--- config.mk ---
export PLATFORM = sky130hd
export DESIGN_NAME = program_sequencer
export DESIGN_NICKNAME = d
export VERILOG_FILES = /design/src/rtl/program_sequencer.sv
export SDC_FILE = /design/constraint.sdc
export NUM_CORES = 1
export LEC_CHECK = 0
export CAP_MARGIN = 20
export CORE_ASPECT_RATIO = 1.5
export CORE_MARGIN = 2
export CORE_UTILIZATION = 50
export DETAILED_ROUTE_END_ITERATION = 6
export PLACE_DENSITY = 0.67
export SLEW_MARGIN = 20
export SYNTH_ARGS = -nofsm -noshare
export SYNTH_HDL_FRONTEND = slang
export SYNTH_SLANG_ARGS = --single-unit
--- constraint.sdc ---
create_clock -name clk -period 3.2 [get_ports clk]
set_input_delay 0.8 -clock clk [delete_from_list [all_inputs] [get_ports clk]]
set_output_delay 0.8 -clock clk [all_outputs]
set_load 0.01 [all_outputs]
--- src/rtl/program_sequencer.sv ---
// Program counter, branch flush and circular return stack for a two-stage fetch/execute core.
// Optional STACK_OVF_FLAG_EN adds a sticky stack_err output for push-when-full / pop-when-empty.
module program_sequencer #(
    parameter int ADDR_W      = 12,
    parameter int STACK_DEPTH = 8,
    localparam int SP_W       = $clog2(STACK_DEPTH)
) (
    input  logic              clk,
    input  logic              reset,
    input  logic              advance,
    input  logic [2:0]        op,
    input  logic [ADDR_W-1:0] target,
    output logic [ADDR_W-1:0] pc,
    output logic              flush,
    output logic [SP_W:0]     stack_depth
`ifdef STACK_OVF_FLAG_EN
    ,
    output logic              stack_err
`endif
);

    localparam logic [2:0] OP_NEXT = 3'd0;
    localparam logic [2:0] OP_GOTO = 3'd1;
    localparam logic [2:0] OP_CALL = 3'd2;
    localparam logic [2:0] OP_RET  = 3'd3;
    localparam logic [2:0] OP_SKIP = 3'd4;

    localparam logic [SP_W:0] DEPTH_MAX = STACK_DEPTH[SP_W:0];

    logic [ADDR_W-1:0] pc_q, pc_d;
    logic              flush_q, flush_d;
    logic [SP_W-1:0]   sp_q, sp_d;
    logic [SP_W:0]     depth_q, depth_d;
    logic              push;

    // Return stack is deliberately not reset; entries are only read after being written.
    logic [ADDR_W-1:0] stack_q [STACK_DEPTH];

    logic [ADDR_W-1:0] pc_inc;
    logic [SP_W-1:0]   sp_dec;

    assign pc_inc = pc_q + ADDR_W'(1);
    assign sp_dec = sp_q - SP_W'(1);

    always_comb begin
        pc_d    = pc_q;
        flush_d = flush_q;
        sp_d    = sp_q;
        depth_d = depth_q;
        push    = 1'b0;
        if (advance) begin
            // A flushed slot squashes whatever op decode presents.
            if (flush_q) begin
                pc_d    = pc_inc;
                flush_d = 1'b0;
            end else begin
                case (op)
                    OP_GOTO: begin
                        pc_d    = target;
                        flush_d = 1'b1;
                    end
                    OP_CALL: begin
                        push    = 1'b1;
                        sp_d    = sp_q + SP_W'(1);
                        if (depth_q != DEPTH_MAX) depth_d = depth_q + 1'b1;
                        pc_d    = target;
                        flush_d = 1'b1;
                    end
                    OP_RET: begin
                        pc_d    = stack_q[sp_dec];
                        sp_d    = sp_dec;
                        if (depth_q != '0) depth_d = depth_q - 1'b1;
                        flush_d = 1'b1;
                    end
                    OP_SKIP: begin
                        pc_d    = pc_inc;
                        flush_d = 1'b1;
                    end
                    default: begin
                        pc_d    = pc_inc;
                        flush_d = 1'b0;
                    end
                endcase
            end
        end
    end

    always_ff @(posedge clk) begin
        if (reset) begin
            pc_q    <= '0;
            flush_q <= 1'b0;
            sp_q    <= '0;
            depth_q <= '0;
        end else begin
            pc_q    <= pc_d;
            flush_q <= flush_d;
            sp_q    <= sp_d;
            depth_q <= depth_d;
        end
    end

    always_ff @(posedge clk) begin
        if (!reset && push) stack_q[sp_q] <= pc_q;
    end

`ifdef STACK_OVF_FLAG_EN
    logic err_q;
    logic err_set;

    assign err_set = advance && !flush_q &&
                     ((op == OP_CALL && depth_q == DEPTH_MAX) ||
                      (op == OP_RET  && depth_q == '0));

    always_ff @(posedge clk) begin
        if (reset)        err_q <= 1'b0;
        else if (err_set) err_q <= 1'b1;
    end

    assign stack_err = err_q;
`endif

    assign pc          = pc_q;
    assign flush       = flush_q;
    assign stack_depth = depth_q;

endmodule

==> reports/metrics.csv, run 1 <==
stage;metric;value;unit
status;run status;complete, no violations;
clocking;clk sink count;116;
synth;Mapped Cells;305;
synth;cell type contributing the most total cell area after synthesis;sky130_fd_sc_hd__edfxtp_1;
pwr;power density over the cells;627.6;nW/um2
critical_path;max incr delay on CP;640;ps
critical_path;worst setup path category;reg -> out;
clocking;total clock buffers created by CTS;17;
synth;Adder-Cell Fraction of Synth Area;1.031;%
global_routing;global routing met3 resource utilization;6.494;%
synth;largest cells by area after synthesis;sky130_fd_sc_hd__edfxtp_1 (59%), sky130_fd_sc_hd__mux4_2 (9.7%), sky130_fd_sc_hd__dfxtp_1 (8.2%);
critical_path;setup slack of the worst register-to-register path;760;ps
critical_path;highest fanout seen on the critical path;14;
placed_design;total half-perimeter wirelength after legalization and detailed placement;6765;um
cells_and_area;relative area change from synthesis to final layout;25.29;%
timing;Peak Freq;401.5;MHz
timing;final period demand of the worst path;2491;ps
global_routing;met1 capacity usage during global routing;25.96;%
drt;average wire per cell in the routed design;20.99;um
cells_and_area;area of the multi-input gates;1505;um2
critical_path;cell-by-cell listing of the critical path;clkdlybuf4s50_1;
timing;relative slew slack;65.35;%
drt;total length of routed wires;10520;um
synth;register area share after synthesis;67.65;%
timing;clock tree skew after final layout;5.745;ps
drt;via density per instance;5.878;
placed_design;placer congestion estimate;0.7819;
synth;yosys warns;0;
global_routing;vias in the first global route;3022;
cells_and_area;Inserted Diodes;0;
pwr;leakage power;2.077;nW
placed_design;count of input and output buffers;34;
synth;number of distinct library cells after synthesis;41;
synth;area share of and/or/nand/nor cells after synthesis;7.786;%
synth;Mean Syn Cell Area;15.91;um2
cells_and_area;ratio of cells with drive above 1 in the final layout;22.02;%
pwr;power consumption;0.003816;W
critical_path;Critical Path Slowest Stage Cell;sky130_fd_sc_hd__dfxtp_1;
global_routing;pin count of the biggest net entering global routing;23;
critical_path;sort of element at the end of the critical path;output pin;
drt;post-detailed-route DRC marker count;0;
clocking;number of gates given a new drive strength after cts;0;
synth;post-synthesis net count;327;
critical_path;critical path arrival;1690;ps
hold_path;hold endpoint;stack_depth[3];
drt;Antenna Nets Post-Route;0;
timing;total negative slack for setup checks;0;ps
synth;prevailing post-synth register cell;sky130_fd_sc_hd__edfxtp_1;
clocking;clock tree from TritonCTS;yes;
global_routing;GR Util met2;35.62;%
clocking;worst-case clock buffer depth;2;
cells_and_area;Filler cells;720;
cells_and_area;Net count, final;395;
critical_path;launch point of the worst reg-to-reg path;sp_q[1];
synth;proportion of synthesized area in mux cells;13.66;%
global_routing;routing layer with the top usage in global route;met2;
cells_and_area;sequential cell area in the final layout;3283;um2
clocking;maximum level of the CTS H-tree;4;
job;# Max-Cap Violations;0;
global_routing;antenna violations before repair;0;
timing;Worst Max-Slew Pin Slew;519.1;ps
synth;Yosys reg bits;116;
die;Die Height;124.7;um
timing;unrepaired setup endpoints after global routing;false;
critical_path;required time of the worst setup path;2400;ps
clocking;clock slew at the register clock pins of the worst setup and hold paths;60;ps
clocking;post-cts hold buffer count;0;
global_routing;Tot GR Track Use;21.51;%
timing;max-slew violations;0;
global_routing;global-route congestion overflow total;0;
global_routing;global-route wire length before repair;16380;um
critical_path;depth of the most critical reg-to-reg path;7;
pwr;worst-case vdd ir drop;0.5032;mV
synth;number of synthesized flops with an enable pin;96;
synth;area fraction in compound gates after synthesis;5.104;%
synth;top cell type's share of synthesized area;59.40;%
die;FP Rows;44;
critical_path;critical register-to-register path endpoint;pc[1];
synth;top cells by instance count after synthesis;sky130_fd_sc_hd__edfxtp_1 (96), sky130_fd_sc_hd__nand2_1 (24), sky130_fd_sc_hd__mux4_2 (21), sky130_fd_sc_hd__dfxtp_1 (20), sky130_fd_sc_hd__nor2_1 (16);
critical_path;Top Family by Delay on Critical Path;flip-flops;
clocking;Clock Latency Late Sink;410;ps
synth;cell with the most instances after synthesis;sky130_fd_sc_hd__edfxtp_1;
critical_path;total buffers and inverters traversed by the critical path;1;
synth;share of async-settable or async-resettable flops after synthesis;0;%
critical_path;CP startpoint kind;register;
clocking;count of buffers added by post-CTS timing repair for setup;0;
synth;cell area after synthesis;4853;um2
drt;Initial DRT Pass Iterations;4;
die;# IOs;35;
die;effective utilization at floorplan;50.67;%
clocking;clock root buffer master;sky130_fd_sc_hd__clkbuf_16;
die;Die Outline Area;10530;um2
drt;vias after detailed routing;2945;
timing;final hold vios;0;
die;area inside the core boundary;9579;um2
hold_path;Hold Crit Start;stack_depth[3];
hold_path;Hold Path Class;reg -> reg;
drt;count of routing violations after the opening detailed-route iteration;170;
timing;number of failing setup endpoints in the final timing report;0;
synth;XOR/XNOR share of the synthesized area;3.222;%
timing;part of the cycle the worst path needs;77.83;%
hold_path;Worst Hold Depth;2;
synth;largest family of logic cells by synthesized area;multiplexers;
die;horizontal die dimension;84.45;um
per-stage QoR:
step	setup WS (ps)	utilization, %	hold WS (ps)	std cells	area (um2)
global placement	333.1	57.31	524.9	469	5490
global route	580.5	63.48	610.4	501	6081
CTS	677.3	63.48	545.6	501	6081
floorplan	563.2	-	526.3	305	4853
finish	709.4	63.48	545.7	501	6081
detailed placement	286.5	57.31	534.4	469	5490
worst max path at each step:
stage                     startpoint              to  slack [ps]  cells past startpoint
after floorplan                op[1]   stack_q[1][0]         560                      4
after global placement         op[1]  stack_q[1][11]         330                      6
after detailed placement       op[1]   stack_q[1][1]         290                      6
after CTS                      pc[3]           pc[3]         680                      1
after global routing           op[1]   stack_q[1][2]         580                      6
final                          pc[3]           pc[3]         710                      1
registers in the layout, indices dropped and copies added (netlist names):
register,flops
stack_q,96
pc,12
stack_depth,4
sp_q,3
flush,1
cells by family after synthesis:
family	Yosys count
flip-flops	116
AND/OR/NAND/NOR	77
multiplexers	38
AO/OA/AOI/OAI	36
XOR/XNOR	17
buffers and inverters	17
adder cells (fa/ha/maj)	4
per-layer routing:
metal / part of all wire (%) / wire [um]
met3: 6.2 / 653
met4: 2.5 / 266
met1: 39 / 4094
met2: 52 / 5502
met5: 0 / 0
final cells by class:
| class | instances | share of cell area (%) |
|---|---|---|
| flip-flops and latches | 116 | 53.99 |
| multi-input cells | 172 | 24.75 |
| repair buffers | 60 | 8.807 |
| clock buffers | 17 | 6.996 |
| clock inverters | 15 | 2.716 |
| well taps | 115 | 2.366 |
| inverters | 6 | 0.3704 |
worst register-to-register path, stage by stage (launching register included):
cell and delay (ps):
sky130_fd_sc_hd__dfxtp_1 480, sky130_fd_sc_hd__inv_1 100, sky130_fd_sc_hd__ha_1 320, sky130_fd_sc_hd__buf_4 330, sky130_fd_sc_hd__mux2i_1 170, sky130_fd_sc_hd__mux4_2 490
sky130_fd_sc_hd__or3_1 320, sky130_fd_sc_hd__a31oi_1 160
placed cells by master (no fill, tap or decap), types with 6 or more instances in the layout:
cell                              instances
sky130_fd_sc_hd__edfxtp_1                96
sky130_fd_sc_hd__clkdlybuf4s50_1         34
sky130_fd_sc_hd__buf_4                   26
sky130_fd_sc_hd__nand2_1                 24
sky130_fd_sc_hd__mux4_2                  21
sky130_fd_sc_hd__dfxtp_1                 20
sky130_fd_sc_hd__clkbuf_16               17
sky130_fd_sc_hd__nor2_1                  16
sky130_fd_sc_hd__mux2i_1                 13
sky130_fd_sc_hd__a21oi_1                 12
sky130_fd_sc_hd__xnor2_1                 10
sky130_fd_sc_hd__a221o_1                  7
sky130_fd_sc_hd__inv_1                    6
sky130_fd_sc_hd__xor2_1                   6
sky130_fd_sc_hd__or3_1                    6
sky130_fd_sc_hd__o21ai_0                  6
report_power, final:
group          internal, W  switching, W
combinational     0.000139      0.000126
sequential         0.00165     0.0000401
clock              0.00121      0.000647
total              0.00300      0.000813
No activity file was read; power rests on OpenSTA's default activity.
==> run 2, diff against run 1 <==
- clock period: 3.2 -> 2.3 ns (I/O delays scaled with it)
==> reports/metrics.csv, run 2 (synthesized netlist as in run 1, its figures left out) <==
stage;metric;value;unit;change
hold_path;Worst Hold Depth;2;;unchanged
global_routing;antenna violations before repair;0;;unchanged
hold_path;Hold Path Class;reg -> reg;;unchanged
placed_design;count of input and output buffers;34;;unchanged
die;Die Outline Area;10530;um2;unchanged
cells_and_area;number of flip-flops in the largest register;96;;unchanged
job;# Max-Cap Violations;0;;unchanged
cells_and_area;Net count, final;425;;was 395
timing;final period demand of the worst path;2184;ps;
drt;count of routing violations after the opening detailed-route iteration;207;;was 170
drt;total length of routed wires;11500;um;was 10520 um
timing;part of the cycle the worst path needs;94.97;%;
pwr;leakage power;2.253;nW;was 2.077 nW
clocking;post-cts hold buffer count;0;;unchanged
cells_and_area;commonest cells after routing, fill and taps aside;sky130_fd_sc_hd__edfxtp_1 (96), sky130_fd_sc_hd__buf_4 (54), sky130_fd_sc_hd__clkdlybuf4s50_1 (34);;was sky130_fd_sc_hd__edfxtp_1 (96), sky130_fd_sc_hd__clkdlybuf4s50_1 (34), sky130_fd_sc_hd__buf_4 (26)
status;run status;complete, no violations;;unchanged
timing;clock tree skew after final layout;8.245;ps;was 5.745 ps
drt;vias after detailed routing;3060;;was 2945
global_routing;vias in the first global route;3308;;was 3022
critical_path;depth of the most critical reg-to-reg path;7;;unchanged
critical_path;sort of element at the end of the critical path;output pin;;unchanged
critical_path;required time of the worst setup path;1730;ps;was 2400 ps
global_routing;Tot GR Track Use;23.53;%;was 21.51%
global_routing;global-route congestion overflow total;0;;unchanged
placed_design;Placement Setup Slack;-230.4;ps;was 286.5 ps
critical_path;number of cells on the critical path;2;;was 1
critical_path;critical path arrival;1610;ps;was 1690 ps
critical_path;total buffers and inverters traversed by the critical path;2;;was 1
placed_design;placer congestion estimate;0.7649;;was 0.7819
placed_design;total half-perimeter wirelength after legalization and detailed placement;7830;um;was 6765 um
die;area inside the core boundary;9579;um2;unchanged
cells_and_area;final design instance area without fill;6424;um2;was 6081 um2
cells_and_area;relative area change from synthesis to final layout;32.35;%;was 25.29%
cells_and_area;Inserted Diodes;0;;unchanged
die;horizontal die dimension;84.45;um;unchanged
global_routing;pin count of the biggest net entering global routing;23;;unchanged
placed_design;cell area after placement;5759;um2;was 5490 um2
clocking;total clock buffers created by CTS;17;;unchanged
clocking;clock tree from TritonCTS;yes;;unchanged
clocking;Clock Latency Late Sink;400;ps;was 410 ps
placed_design;count of placed standard cells including taps;499;;was 469
timing;final hold vios;0;;unchanged
clocking;worst-case clock buffer depth;2;;unchanged
clocking;clock root buffer master;sky130_fd_sc_hd__clkbuf_16;;unchanged
timing;final-layout worst hold slack;526.9;ps;was 545.7 ps
critical_path;Top Family by Delay on Critical Path;buffers and inverters;;was flip-flops
critical_path;highest fanout seen on the critical path;9;;was 14
cells_and_area;Biggest register;stack_q;;unchanged
clocking;clk sink count;116;;unchanged
cells_and_area;ratio of cells with drive above 1 in the final layout;28.37;%;was 22.02%
pwr;power consumption;0.005580;W;was 0.003816 W
timing;Final WS setup;115.7;ps;was 709.4 ps
drt;Initial DRT Pass Iterations;4;;unchanged
die;# IOs;35;;unchanged
critical_path;Critical Path Slowest Stage Cell;sky130_fd_sc_hd__clkdlybuf4s50_1;;was sky130_fd_sc_hd__dfxtp_1
clocking;clock slew at the register clock pins of the worst setup and hold paths;50;ps;was 60 ps
drt;average wire per cell in the routed design;21.66;um;was 20.99 um
cells_and_area;most frequent standard cell in the layout excluding fill and tap cells;sky130_fd_sc_hd__edfxtp_1;;unchanged
die;FP Rows;44;;unchanged
die;Die Height;124.7;um;unchanged
critical_path;setup slack of the worst register-to-register path;170;ps;was 760 ps
timing;Worst Max-Slew Pin Slew;503.1;ps;was 519.1 ps
critical_path;worst setup path category;reg -> out;;unchanged
critical_path;cell-by-cell listing of the critical path;buf_4 -> clkdlybuf4s50_1;;was clkdlybuf4s50_1
timing;max-slew violations;0;;unchanged
drt;Antenna Nets Post-Route;0;;unchanged
pwr;power density over the cells;868.7;nW/um2;was 627.6 nW/um2
drt;via density per instance;5.763;;was 5.878
drt;post-detailed-route DRC marker count;0;;unchanged
cells_and_area;count of non-filler cells in the finished layout;531;;was 501
timing;relative slew slack;66.02;%;was 65.35%
clocking;maximum level of the CTS H-tree;4;;unchanged
timing;number of failing setup endpoints in the final timing report;0;;unchanged
critical_path;CP startpoint kind;register;;unchanged
critical_path;max incr delay on CP;540;ps;was 640 ps
timing;unrepaired setup endpoints after global routing;false;;unchanged
die;effective utilization at floorplan;50.67;%;unchanged
timing;Peak Freq;457.8;MHz;
global_routing;global-route wire length before repair;18080;um;was 16380 um
pwr;worst-case vdd ir drop;0.6802;mV;was 0.5032 mV
run 2: cell count changes in the layout (fill, tap and decap cells not counted), moves of 2 or more:
cell and change:
sky130_fd_sc_hd__buf_4 +28, sky130_fd_sc_hd__clkinv_2 -4, sky130_fd_sc_hd__buf_12 +2, sky130_fd_sc_hd__bufinv_16 +2, sky130_fd_sc_hd__clkinv_1 +2
run 2: timing repair:
action | 4_1_cts | 5_1_grt
resized for setup | 0 | 4
setup buffers | 0 | 0
endpoints found under the setup margin | 0 | 2
run 2: routing by layer:
metal / part of all wire (%) / vias up / GRT usage (%)
li1: - / 1400 / -
met2: 54 / 108 / 40.85
met4: 1.7 / 0 / 9.057
met3: 5.7 / 12 / 6.494
met1: 38 / 1540 / 27.58
met5: 0 / - / 0
run 2: layout make-up:
type | count | area (um2)
Inverter | 6 | 22.52
Timing Repair Buffer | 90 | 785.8
Fill cell | 687 | 3156
Multi-Input combinational cell | 172 | 1549
Clock inverter | 15 | 212.7
Tap cell | 115 | 143.9
Clock buffer | 17 | 425.4
Sequential cell | 116 | 3284
run 2: worst reg2reg max path: stages (launching register included):
cell and delay, ps:
sky130_fd_sc_hd__dfxtp_1 330, sky130_fd_sc_hd__inv_1 80, sky130_fd_sc_hd__ha_4 300, sky130_fd_sc_hd__buf_12 180, sky130_fd_sc_hd__mux2i_1 120, sky130_fd_sc_hd__mux4_2 490, sky130_fd_sc_hd__or3_1 370, sky130_fd_sc_hd__a31oi_2 180
run 2: power breakdown:
group / switching (W) / total (W) / internal, W
registers: 0.0000332 / 0.00233 / 0.00230
clock network: 0.000892 / 0.00280 / 0.00191
logic: 0.000213 / 0.000449 / 0.000235
total: 0.00114 / 0.00558 / 0.00444
run 2: worst paths after layout:
path,from,end
hold / removal,stack_depth[3],stack_depth[3]
setup reg to reg,sp_q[1],pc[11]
hold reg to reg,stack_depth[3],stack_depth[3]
setup / recovery,pc[3],pc[3]
run 2: through the flow:
stage	setup TNS, ps	util, %
floorplan	-85.34	-
global placement	-4747	60.12
detailed placement	-6982	60.12
CTS	0	66.78
global route	0	67.06
finish	0	67.06
==> run 3, diff against run 2 <==
- RECOVER_POWER: not set -> 100
==> reports/metrics.csv, run 3 (synthesized netlist as in run 1, its figures left out) <==
stage;metric;value;unit;change
critical_path;highest fanout seen on the critical path;9;;unchanged
critical_path;depth of the most critical reg-to-reg path;7;;unchanged
cells_and_area;number of flip-flops in the largest register;96;;unchanged
placed_design;count of input and output buffers;34;;unchanged
pwr;internal portion of total power;0.004428;W;was 0.004442 W
critical_path;total buffers and inverters traversed by the critical path;2;;unchanged
die;# IOs;35;;unchanged
timing;Peak Freq;460.9;MHz;was 457.8 MHz
critical_path;sort of element at the end of the critical path;output pin;;unchanged
pwr;fraction of power consumed by sequential logic;41.9;%;was 41.8%
drt;vias after detailed routing;3028;;was 3060
die;Die Outline Area;10530;um2;unchanged
die;Die Height;124.7;um;unchanged
critical_path;setup slack of the worst register-to-register path;170;ps;about the same
cells_and_area;final design instance area without fill;6331;um2;was 6424 um2
global_routing;pin count of the biggest net entering global routing;23;;unchanged
pwr;power spent charging and discharging nets;0.001143;W;was 0.001138 W
pwr;fraction of power consumed by the clock network;50.3;%;was 50.1%
clocking;clk sink count;116;;unchanged
critical_path;max incr delay on CP;540;ps;about the same
cells_and_area;relative area change from synthesis to final layout;30.45;%;was 32.35%
clocking;worst-case clock buffer depth;2;;unchanged
clocking;Clock Latency Late Sink;400;ps;about the same
timing;number of failing setup endpoints in the final timing report;0;;unchanged
critical_path;Top Family by Delay on Critical Path;buffers and inverters;;unchanged
drt;Antenna Nets Post-Route;0;;unchanged
global_routing;global-route wire length before repair;18080;um;unchanged
clocking;clock tree from TritonCTS;yes;;unchanged
drt;total length of routed wires;11560;um;was 11500 um
critical_path;cell-by-cell listing of the critical path;buf_4 -> clkdlybuf4s50_1;;unchanged
clocking;maximum level of the CTS H-tree;4;;unchanged
job;# Max-Cap Violations;0;;unchanged
timing;final period demand of the worst path;2169;ps;was 2184 ps
critical_path;critical path arrival;1590;ps;was 1610 ps
timing;unrepaired setup endpoints after global routing;false;;unchanged
drt;average wire per cell in the routed design;21.77;um;was 21.66 um
drt;count of routing violations after the opening detailed-route iteration;200;;was 207
drt;post-detailed-route DRC marker count;0;;unchanged
global_routing;vias in the first global route;3308;;unchanged
die;effective utilization at floorplan;50.67;%;unchanged
critical_path;CP Capture Point;pc[3];;unchanged
die;FP Rows;44;;unchanged
clocking;post-cts hold buffer count;0;;unchanged
cells_and_area;most frequent standard cell in the layout excluding fill and tap cells;sky130_fd_sc_hd__edfxtp_1;;unchanged
clocking;number of gates given a new drive strength after cts;0;;unchanged
placed_design;placer congestion estimate;0.7649;;unchanged
placed_design;cell area after placement;5759;um2;unchanged
pwr;switching part of the total;20.52;%;was 20.40%
global_routing;global-route congestion overflow total;0;;unchanged
critical_path;worst setup path category;reg -> out;;unchanged
drt;Initial DRT Pass Iterations;4;;unchanged
status;run status;complete, no violations;;unchanged
critical_path;critical register-to-register path endpoint;pc[11];;unchanged
critical_path;launch point of the worst path;pc[3];;unchanged
timing;final-layout worst hold slack;526.4;ps;was 526.9 ps
critical_path;Critical Path Slowest Stage Cell;sky130_fd_sc_hd__clkdlybuf4s50_1;;unchanged
cells_and_area;Biggest register;stack_q;;unchanged
global_routing;Tot GR Track Use;23.53;%;unchanged
pwr;power density over the cells;880.0;nW/um2;was 868.7 nW/um2
critical_path;launch point of the worst reg-to-reg path;sp_q[1];;unchanged
clocking;clock root buffer master;sky130_fd_sc_hd__clkbuf_16;;unchanged
timing;max-slew violations;0;;unchanged
drt;via density per instance;5.702;;was 5.763
clocking;count of buffers added by post-CTS timing repair for setup;0;;unchanged
timing;final hold vios;0;;unchanged
timing;part of the cycle the worst path needs;94.33;%;was 94.97%
pwr;share of total power in combinational logic;7.8;%;was 8.0%
clocking;total clock buffers created by CTS;17;;unchanged
timing;clock tree skew after final layout;7.416;ps;was 8.245 ps
global_routing;antenna violations before repair;0;;unchanged
pwr;leakage power;2.215;nW;was 2.253 nW
critical_path;number of cells on the critical path;2;;unchanged
critical_path;required time of the worst setup path;1730;ps;about the same
clocking;clock slew at the register clock pins of the worst setup and hold paths;50;ps;about the same
hold_path;Hold Path Class;reg -> reg;;unchanged
die;area inside the core boundary;9579;um2;unchanged
die;horizontal die dimension;84.45;um;unchanged
cells_and_area;Finished Core Util;66.09;%;was 67.06%
placed_design;total half-perimeter wirelength after legalization and detailed placement;7830;um;unchanged
cells_and_area;Inserted Diodes;0;;unchanged
cells_and_area;ratio of cells with drive above 1 in the final layout;23.80;%;was 28.37%
timing;relative slew slack;64.20;%;was 66.02%
critical_path;CP startpoint kind;register;;unchanged
timing;Worst Max-Slew Pin Slew;537.0;ps;was 503.1 ps
cells_and_area;commonest cells after routing, fill and taps aside;sky130_fd_sc_hd__edfxtp_1 (96), sky130_fd_sc_hd__buf_4 (25), sky130_fd_sc_hd__nand2_1 (24);;was sky130_fd_sc_hd__edfxtp_1 (96), sky130_fd_sc_hd__buf_4 (54), sky130_fd_sc_hd__clkdlybuf4s50_1 (34)
cells_and_area;Net count, final;425;;unchanged
pwr;worst-case vdd ir drop;0.6753;mV;was 0.6802 mV
[run 3: changes by cell type in the layout (fill, tap and decap cells not counted)]
cell	before	now
sky130_fd_sc_hd__buf_4	54	25
sky130_fd_sc_hd__clkbuf_1	0	18
sky130_fd_sc_hd__clkbuf_2	0	8
sky130_fd_sc_hd__clkbuf_4	0	3
sky130_fd_sc_hd__clkdlybuf4s50_1	34	19
sky130_fd_sc_hd__dlygate4sd3_1	0	15
sky130_fd_sc_hd__nor3_1	3	4
sky130_fd_sc_hd__nor3_2	2	1
[run 3: metrics by stage]
step	total power, W	worst slack (ps)	instances	TNS (ps)
global placement	0.002810	-198.3	499	-4747
global route	0.005741	33.27	531	0
floorplan	0.002612	-43.96	305	-85.34
finish	0.005571	130.5	531	0
CTS	0.005610	42.15	531	0
detailed placement	0.002816	-230.4	499	-6982
[run 3: worst min-delay path, cell delays in order (launching register included)]
cell and delay, ps:
sky130_fd_sc_hd__dfxtp_1 330, sky130_fd_sc_hd__o21ai_0 80, sky130_fd_sc_hd__a21oi_1 60
[run 3: worst min path at each step]
stage,startpoint,end,slack [ps],cells past startpoint
after floorplan,stack_depth[3],stack_depth[3],530,2
after global placement,stack_depth[3],stack_depth[3],510,2
after detailed placement,stack_depth[3],stack_depth[3],520,2
after CTS,stack_depth[3],stack_depth[3],530,2
after global routing,stack_depth[3],stack_depth[3],570,2
final,stack_depth[3],stack_depth[3],530,2
[run 3: power by group through the flow]
stage,clock network (W),registers [W],logic [W]
finish,0.00280,0.00233,0.000435
global route,0.00294,0.00234,0.000468
CTS,0.00283,0.00233,0.000447
detailed placement,0,0.00238,0.000441
global placement,0,0.00237,0.000435
floorplan,0,0.00239,0.000226
[run 3: area by class of cell]
cell class	count	area, um2
Clock buffer	17	425.4
Clock inverter	15	212.7
Fill cell	722	3248
Inverter	6	22.52
Multi-Input combinational cell	172	1544
Sequential cell	116	3284
Tap cell	115	143.9
Timing Repair Buffer	90	698.2
[run 3: layer usage]
layer  share of wire (%)  GRT usage (%)  routed length [um]
met3                 5.1          6.494                 585
met5                   0              0                   0
met2                  55          40.85                6322
met1                  39          27.58                4461
met4                 1.6          9.057                 190
==> RTL edit, RTL diff (flow settings as in run 2) <==
`ADDR_W`: 12 -> 13.
--- a/src/rtl/program_sequencer.sv
+++ b/src/rtl/program_sequencer.sv
@@ -3,3 +3,3 @@
 module program_sequencer #(
-    parameter int ADDR_W      = 12,
+    parameter int ADDR_W      = 13,
     parameter int STACK_DEPTH = 8,
Ports: changed (resized pc and target); port bits go from 35 to 37. No check against the original RTL was run, so the function may have changed too.
==> RTL edit against run 2 <==
- setup slack worse by 0.061 ns
- area after synthesis is 11% higher
- design area is 7.4% higher
- wire length is 17% higher
- sequential cell count is 9 higher
- total power is 3.2% higher
- non-clock buffer count is 2 lower
- first-iteration DRC count is 46% higher
==> RTL edit: results (changes against run 2) <==
status - complete, no violations
H-tree depth - 4 (unchanged)
vias in the first global route - 3,536 (+6.9%)
synth warn - 0 (unchanged)
Yosys cell types - 49 (+20%)
Hold Crit Class - reg2reg
R2R Path End - pc[8]
Final Skew - 0.01220 ns (+0.003956 ns)
postcts setup bufs - 0 (unchanged)
Final #Nets - 503 (+18%)
total track usage - 24.79% (+1.3 points)
Port Buffer Count - 36 (+5.9%)
placed insts - 605 (+21%)
most flop-heavy register - stack_q
worst-path fanout max - 7 (-2)
detailed-route via count - 3,632 (+19%)
post-synth net total - 417 (+28%)
Async S/R FF share, synth - 0% (unchanged)
Hold Crit Endpoint - pc[0]
CP Launch Point - advance
Cells after Synth - 394 (+29%)
first-pass GRT wire length - 20.12 mm (+11%)
Clock Latency Late Sink - 0.42 ns (+0.02 ns)
number of diodes - 0 (unchanged)
Post-synth EDFFs - 104 (+8.3%)
crit-path max cell delay - 0.52 ns (-0.02 ns)
largest net degree at the start of global routing - 33 (+43%)
worst hold path depth - 2 (unchanged)
Pre-Repair DR Iteration Count - 5 (+1)
synth top area cells - edfxtp_1, dfxtp_1, mux4_2
ys flop type - edfxtp_1
antenna violations before repair - 0 (unchanged)
R2R Path Start - sp_q[1]
CTS Buf Count - 17 (unchanged)
initial DRC count - 302 (+46%)
HPWL Detailed - 9.566 mm (+22%)
Post-Layout Cell Count - 637 (+20%)
Worst VDD drop - 0.6710 mV (-1.4%)
Pleak - 0.002397 uW (+6.4%)
layout cell share with drive strength beyond 1 - 22.52% (-5.9 points)
crit path DAT - 2.36 ns (+0.75 ns)
Routed WL - 13.50 mm (+17%)
Largest register FFs - 104 (+8.3%)
Reg clk slew, reported paths - 0.05 ns (about the same)
hold_sp - pc[0]
fill count - 767 (+12%)
Slew Limit Headroom - 69.06% (+3.0 points)
Commonest cells post-synth - edfxtp_1, nand2_1, nor2_1
flop-to-flop setup slack - 0.22 ns (+0.05 ns)
sequential-to-total area share from yosys stat - 65.85% (-1.8 points)
maximum clock path buffer count - 2 (unchanged)
reg2reg path depth - 6 (-1)
Root Driver - clkbuf_16
placer congestion estimate - 0.8124 (+6.2%)
==> RTL edit: how the worst max path moves through the flow <==
stage / depth (start not counted) / end / slack, ns
detailed placement: 7 / stack_q[0][10] / -0.35
floorplan: 6 / stack_q[1][0] / -0.03
global placement: 7 / stack_q[0][10] / -0.32
finish: 7 / stack_q[0][4] / 0.05
CTS: 7 / stack_q[0][3] / 0.08
global route: 7 / stack_q[0][4] / 0.008
==> RTL edit: layout make-up <==
type	instances	area share [%]
clock buffers	17	6.167
clock inverters	15	2.431
inverters	3	0.1633
multi-input cells	245	25.83
flip-flops and latches	125	51.37
well taps	144	2.612
repair buffers	88	11.43
==> RTL edit: logic make-up after synthesis <==
group | share of synthesized area, %
buf+inv | 2.302
compound gates | 6.139
fa+ha+maj | 0.9301
flops | 65.85
mux | 8.649
xor+xnor | 2.906
simple gates | 13.23
==> RTL edit: stage by stage <==
stage               worst slack, ns  instance area (um2)  power (uW)  hold slack [ns]
floorplan                  -0.02747                 5480        2895           0.5266
global placement            -0.3161                 6305        3132           0.5086
detailed placement          -0.3474                 6305        3133           0.5184
CTS                         0.07760                 6898        5784           0.5256
global route               0.007644                 6898        5936           0.5561
finish                      0.05481                 6898        5759           0.5257
==> RTL edit: layer usage <==
layer	up-vias	wire length, um	global-route usage (%)
met5	-	0	0
met1	1766	5660	33.06
met2	162	6664	39.29
li1	1675	-	-
met3	29	828	5.761
met4	0	350	10.07
==> RTL edit: where the power goes <==
part	internal [uW]	total [uW]	switching [uW]
clock network	1700	2670	974
registers	2480	2520	34.4
logic	256	573	316
==> RTL edit: critical path: cells and delay by family <==
kind                   cells  cell delay (ns)
AND/OR/NAND/NOR            5             1.07
buffers and inverters      2             0.72
